## src/rtl/sclk_burst_generator.sv

```systemverilog
// Programmable even-ratio serial clock generator with lead/trail edge strobes and counted or continuous bursts.
// Latency: busy one edge after start; first leading edge H edges after start; done with the final trailing edge.
// No backpressure: start is accepted only in IDLE; abort (or reset) stops the burst on the next edge.
module sclk_burst_generator #(
  parameter int DIV_WIDTH   = 8,
  parameter int BURST_WIDTH = 8
) (
  input  logic                   CLK100MHZ,
  input  logic                   reset,
  input  logic                   start,
  input  logic                   abort,
  input  logic [DIV_WIDTH-1:0]   divide,
  input  logic [BURST_WIDTH-1:0] burst_len,
  input  logic                   cpol,
  output logic                   sclk,
  output logic                   lead_strobe,
  output logic                   trail_strobe,
  output logic                   busy,
  output logic                   done
);

  typedef enum logic {IDLE, RUN} state_t;

  localparam logic [DIV_WIDTH-2:0] H_ONE = 1;
  localparam logic [BURST_WIDTH:0] E_ONE = 1;

  state_t                 state, state_nxt;
  logic [DIV_WIDTH-2:0]   h_reg, h_nxt;
  logic [BURST_WIDTH-1:0] len_reg, len_nxt;
  logic                   pol_reg, pol_nxt;
  logic [DIV_WIDTH-2:0]   cnt, cnt_nxt;
  logic [BURST_WIDTH:0]   edges, edges_nxt;
  logic                   sclk_nxt, lead_nxt, trail_nxt, busy_nxt, done_nxt;

  logic [DIV_WIDTH-2:0]   half;
  logic [DIV_WIDTH-2:0]   h_new;
  logic [BURST_WIDTH:0]   edges_inc;
  logic                   last_trail;

  // Half period from the requested ratio; ratios below 4 collapse to the fastest legal H = 1.
  assign half       = divide[DIV_WIDTH-1:1];
  assign h_new      = (half == '0) ? H_ONE : half;
  assign edges_inc  = edges + E_ONE;
  assign last_trail = (len_reg != '0) && (edges_inc == {1'b0, len_reg});

  // Register all state and outputs; synchronous reset returns everything to idle with polarity 0.
  always_ff @(posedge CLK100MHZ) begin
    if (reset) begin
      state        <= IDLE;
      h_reg        <= H_ONE;
      len_reg      <= '0;
      pol_reg      <= 1'b0;
      cnt          <= '0;
      edges        <= '0;
      sclk         <= 1'b0;
      lead_strobe  <= 1'b0;
      trail_strobe <= 1'b0;
      busy         <= 1'b0;
      done         <= 1'b0;
    end else begin
      state        <= state_nxt;
      h_reg        <= h_nxt;
      len_reg      <= len_nxt;
      pol_reg      <= pol_nxt;
      cnt          <= cnt_nxt;
      edges        <= edges_nxt;
      sclk         <= sclk_nxt;
      lead_strobe  <= lead_nxt;
      trail_strobe <= trail_nxt;
      busy         <= busy_nxt;
      done         <= done_nxt;
    end
  end

  // Next-state logic: latch on start, count half periods in RUN, stop on final trail edge or abort.
  always_comb begin
    state_nxt = state;
    h_nxt     = h_reg;
    len_nxt   = len_reg;
    pol_nxt   = pol_reg;
    cnt_nxt   = cnt;
    edges_nxt = edges;
    sclk_nxt  = sclk;
    lead_nxt  = 1'b0;
    trail_nxt = 1'b0;
    done_nxt  = 1'b0;

    case (state)
      IDLE: begin
        if (start) begin
          state_nxt = RUN;
          h_nxt     = h_new;
          len_nxt   = burst_len;
          pol_nxt   = cpol;
          sclk_nxt  = cpol;
          cnt_nxt   = h_new - H_ONE;
          edges_nxt = '0;
        end
      end
      RUN: begin
        if (cnt != '0) begin
          cnt_nxt = cnt - H_ONE;
        end else begin
          cnt_nxt = h_reg - H_ONE;
          if (sclk == pol_reg) begin
            sclk_nxt = ~pol_reg;
            lead_nxt = 1'b1;
          end else begin
            sclk_nxt  = pol_reg;
            trail_nxt = 1'b1;
            // Saturate so a long continuous run never wraps back to zero.
            edges_nxt = (&edges) ? edges : edges_inc;
            if (last_trail) begin
              state_nxt = IDLE;
              done_nxt  = 1'b1;
            end
          end
        end
      end
      default: state_nxt = IDLE;
    endcase

    // Abort overrides everything, including a start seen in IDLE; the latched polarity is kept.
    if (abort) begin
      state_nxt = IDLE;
      h_nxt     = h_reg;
      len_nxt   = len_reg;
      pol_nxt   = pol_reg;
      cnt_nxt   = cnt;
      edges_nxt = edges;
      sclk_nxt  = pol_reg;
      lead_nxt  = 1'b0;
      trail_nxt = 1'b0;
      done_nxt  = 1'b0;
    end

    busy_nxt = (state_nxt == RUN);
  end

endmodule

```

## config.mk

```make
export PLATFORM = sky130hd
export DESIGN_NAME = sclk_burst_generator
export DESIGN_NICKNAME = d
export VERILOG_FILES = /design/src/rtl/sclk_burst_generator.sv
export SDC_FILE = /design/constraint.sdc
export NUM_CORES = 1
export LEC_CHECK = 0
export ABC_AREA = 1
export CAP_MARGIN = 20
export CORE_AREA = 2 2 46 90
export CTS_BUF_LIST = sky130_fd_sc_hd__clkbuf_16
export DETAILED_ROUTE_END_ITERATION = 8
export DIE_AREA = 0 0 48 92
export DONT_BUFFER_PORTS = 1
export GPL_TIMING_DRIVEN = 0
export PLACE_DENSITY = 0.69
export SLEW_MARGIN = 40
export SYNTH_ARGS = -nofsm -noshare
export SYNTH_HDL_FRONTEND = slang
export SYNTH_SLANG_ARGS = --single-unit
```

## constraint.sdc

```tcl
create_clock -name CLK100MHZ -period 1.91 [get_ports CLK100MHZ]
set_input_delay 0.0955 -clock CLK100MHZ [delete_from_list [all_inputs] [get_ports CLK100MHZ]]
set_output_delay 0.0955 -clock CLK100MHZ [all_outputs]
set_load 0.03 [all_outputs]
```

==> impl_metrics.env <==
export IMPL_share_of_the_synthesized_area_in_compound_gates_ao_oa_aoi_oai_pct=18.1
export IMPL_startpoint_type="register"
export IMPL_setup_tns_final_ps=-406
export IMPL_cellPowerDensity_nw_per_um2=845
export IMPL_maxCapViolations=0
export IMPL_slew_headroom_pct=64.8
export IMPL_clock_insertion_delay_worst_skew_ps=280
export IMPL_coreArea_sq_um=3800
export IMPL_synth_top_family_by_area="simple AND/OR/NAND/NOR gates"
export IMPL_vias_per_cell=5.45
export IMPL_rsz0062_at_grt="true"
export IMPL_effective_utilization_at_floorplan_pct=52.9
export IMPL_synth_yosys_seq_area_share_pct=36.8
export IMPL_first_global_vias=1979
export IMPL_synth_xor_area_share_pct=2.99
export IMPL_grt_ovfl_total=0
export IMPL_use_met1_pct=25.3
export IMPL_synth_top_cell_area_share_pct=36.8
export IMPL_count_of_buffers_from_port_buffering=0
export IMPL_grt_busiest_layer="met2"
export IMPL_synthMuxAreaShare_pct=0.996
export IMPL_violations="setup timing"
export IMPL_count_of_tritonroute_iterations_in_the_first_routing_pass=4
export IMPL_total_die_area_sq_um=4420
export IMPL_grt_first_pass_wirelength_um=8660
export IMPL_use_met3_pct=7.87
export IMPL_cp_cell_sequence="ha_4 -> nand2_4 -> nor2_4 -> nand4_1 -> nor2_1 -> ha_1 -> a21oi_1 -> o221ai_1 -> nor2_1 -> nand3_1 -> nor2_4 -> nand3_2 -> nand2_2 -> inv_2"
export IMPL_drive_gt1_share_pct=15.1
export IMPL_route_final_wire_length_um=5480
export IMPL_worst_path_largest_cell_delay_ps=350
export IMPL_grtUsageMet2_pct=48.0
export IMPL_initial_antenna_violation_count=0
export IMPL_layout_cells_most_common_list="43 x sky130_fd_sc_hd__nand2_1, 43 x sky130_fd_sc_hd__nor2_1, 35 x sky130_fd_sc_hd__dfxtp_1"
export IMPL_maximum_number_of_pins_on_one_net_before_global_route_repair=13
export IMPL_setup_violations_final=2
export IMPL_number_of_nets_in_the_layout=334
export IMPL_gpl_final_weighted_congestion=0.912
export IMPL_synthesized_net_count=313
export IMPL_postSynthRegisterBits=37
export IMPL_antennaDiodeCount=0
export IMPL_timing_worst_slew_pin_value_ps=528
export IMPL_synth_flop_cell="sky130_fd_sc_hd__dfxtp_1"
export IMPL_timing_final_crit_share_pct=112
export IMPL_yosysUniqueCellTypes=37
export IMPL_period_needed_ps=2130
export IMPL_dpl_ws_ps=-418
export IMPL_worst_ir_drop_vdd_uv=785
export IMPL_timing_critical_path_required_ps=2090
export IMPL_yosys_warnings=0
export IMPL_cts_sinks=37
export IMPL_adder_and_majority_cell_fraction_of_the_synthesized_area_pct=1.87
export IMPL_post_synth_top_area_cell="sky130_fd_sc_hd__dfxtp_1"
export IMPL_clock_skew_ps=3.34
export IMPL_timing_critical_path_to_type="register"
export IMPL_drtIter0Drc=67
export IMPL_area_growth_syn_to_layout_pct=20.0
export IMPL_total_power_w=0.00204
export IMPL_route_vias_total=1974
export IMPL_drc_errors=0
export IMPL_p_leak_nw=1.02
export IMPL_number_of_enable_type_register_cells_in_the_synthesized_netlist=0
export IMPL_syn_inst_count=289
export IMPL_tritoncts_num_buffers=5
export IMPL_die_h_um=92
export IMPL_clk_pin_slew_worst_paths_ps=60
export IMPL_crit_path_top_delay_cell="sky130_fd_sc_hd__dfxtp_2"
export IMPL_largest_register_ff_count=9
export IMPL_ctsRootBufferMaster="sky130_fd_sc_hd__clkbuf_16"
export IMPL_h_tree_levels=2
export IMPL_row_count=32
export IMPL_synthesis_area_per_instance_sq_um=6.96
export IMPL_global_route_usage_total_pct=27.9
export IMPL_hold_violation_total_from_the_final_report=0
export IMPL_clock_tree_from_tritoncts="done"
export IMPL_cp_max_fo=2
export IMPL_timing_critical_path_arrival_ps=2310
export IMPL_synthSimpleGateAreaFrac_pct=29.9
export IMPL_setup_slack_ps=-221
export IMPL_min_path_type="input pin to register"
export IMPL_synth_top_cells_by_area="sky130_fd_sc_hd__dfxtp_1 37%, sky130_fd_sc_hd__nand2_1 8.4%, sky130_fd_sc_hd__nor2_1 8.4%"
export IMPL_timing_setup_critical_path_class="register to register"
export IMPL_synth_async_sr_flop_share_pct=0
export IMPL_cts_path_max_buffers=2
export IMPL_fmax_mhz=469
export IMPL_dpl_hpwl_um=4080
export IMPL_syn_area_sq_um=2010
export IMPL_routed_wire_length_per_instance_um=15.1
export IMPL_result_of_the_run="finished, violations left"
export IMPL_die_width_um=48
export IMPL_final_antenna_net_count=0
export IMPL_finalMaxSlewViolations=0
export IMPL_io_pins=26
-- worst max-delay path: cells and delay by family, from the launching register on --
kind                       cells  cell delay [ps]
and+or+nand+nor                9              970
adders and majority gates      2              420
DFF                            1              350
AOI/OAI and AO/OA              2              250
buffers and inverters          1               30
-- cell type report --
| type | count | area [sq um] |
|---|---|---|
| buffer | 8 | 43.8 |
| clock buffer | 5 | 125 |
| clock inverter | 3 | 41.3 |
| fill | 353 | 1390 |
| inverter | 37 | 144 |
| multi-input combinational | 207 | 1120 |
| sequential | 37 | 743 |
| tap | 51 | 63.8 |
| timing repair buffer | 14 | 128 |
-- power by group --
group | leakage [nW] | total, W | internal, W | switching (W)
combinational | 0.643 | 0.000274 | 0.0000971 | 0.000177
sequential | 0.304 | 0.000844 | 0.000812 | 0.0000325
clock | 0.0775 | 0.000921 | 0.000610 | 0.000311
-- per-layer routing --
layer	up-vias	part of all wire (%)
li1	987	-
met5	-	0
met4	0	7.4
met2	50	54
met3	26	3.7
met1	911	35
-- cells in the mapped netlist (2+ instances only) --
library cell               count
sky130_fd_sc_hd__a21oi_1      22
sky130_fd_sc_hd__a22oi_1       3
sky130_fd_sc_hd__inv_2         4
sky130_fd_sc_hd__xor2_1        4
sky130_fd_sc_hd__dfxtp_1      37
sky130_fd_sc_hd__clkbuf_1      4
sky130_fd_sc_hd__nand4_1       4
sky130_fd_sc_hd__nor2_1       45
sky130_fd_sc_hd__mux2i_1       2
sky130_fd_sc_hd__ha_1          3
sky130_fd_sc_hd__nand2_1      45
sky130_fd_sc_hd__inv_1        32
sky130_fd_sc_hd__nand2_2       2
sky130_fd_sc_hd__buf_2         2
sky130_fd_sc_hd__nor3_1        2
sky130_fd_sc_hd__o21ai_0      26
sky130_fd_sc_hd__nor2_2        5
sky130_fd_sc_hd__nand3_1      25
sky130_fd_sc_hd__o21ai_1       4
-- final timing paths --
path | end | from | cells past startpoint | slack (ps)
setup / recovery | state | edges[1] | 14 | -220
hold / removal | len_reg[2] | burst_len[2] | 2 | 4
setup reg to reg | state | edges[1] | 14 | -220
hold reg to reg | h_reg[0] | h_reg[0] | 1 | 470
-- stage by stage --
| step | instance area, sq um | hold WS [ps] | instances | util [%] |
|---|---|---|---|---|
| floorplan | 2020 | 194 | 289 | - |
| CTS | 2400 | 5.43 | 361 | 63.1 |
| global placement | 2080 | 198 | 340 | 54.7 |
| global route | 2410 | 17.1 | 362 | 63.5 |
| finish | 2410 | 3.86 | 362 | 63.5 |
| detailed placement | 2080 | 200 | 340 | 54.7 |
-- cell families (layout without fill, tap and decap cells) --
kind of cell             count (synthesis)  in the layout
buffers and inverters                   45             67
AND/OR/NAND/NOR                        133            133
adder cells (fa/ha/maj)                  3              3
flip-flops                              37             37
AO/OA/AOI/OAI                           63             63
XOR/XNOR                                 6              6
multiplexers                             2              2
-- what timing repair did --
action,CTS,global route
setup buffers,4,1
resized for setup,7,3
hold buffers,9,0
hold endpoints to repair,11,0
endpoints found under the setup margin,8,8
pin swaps,8,8
Power figures use the tool's default switching activity.
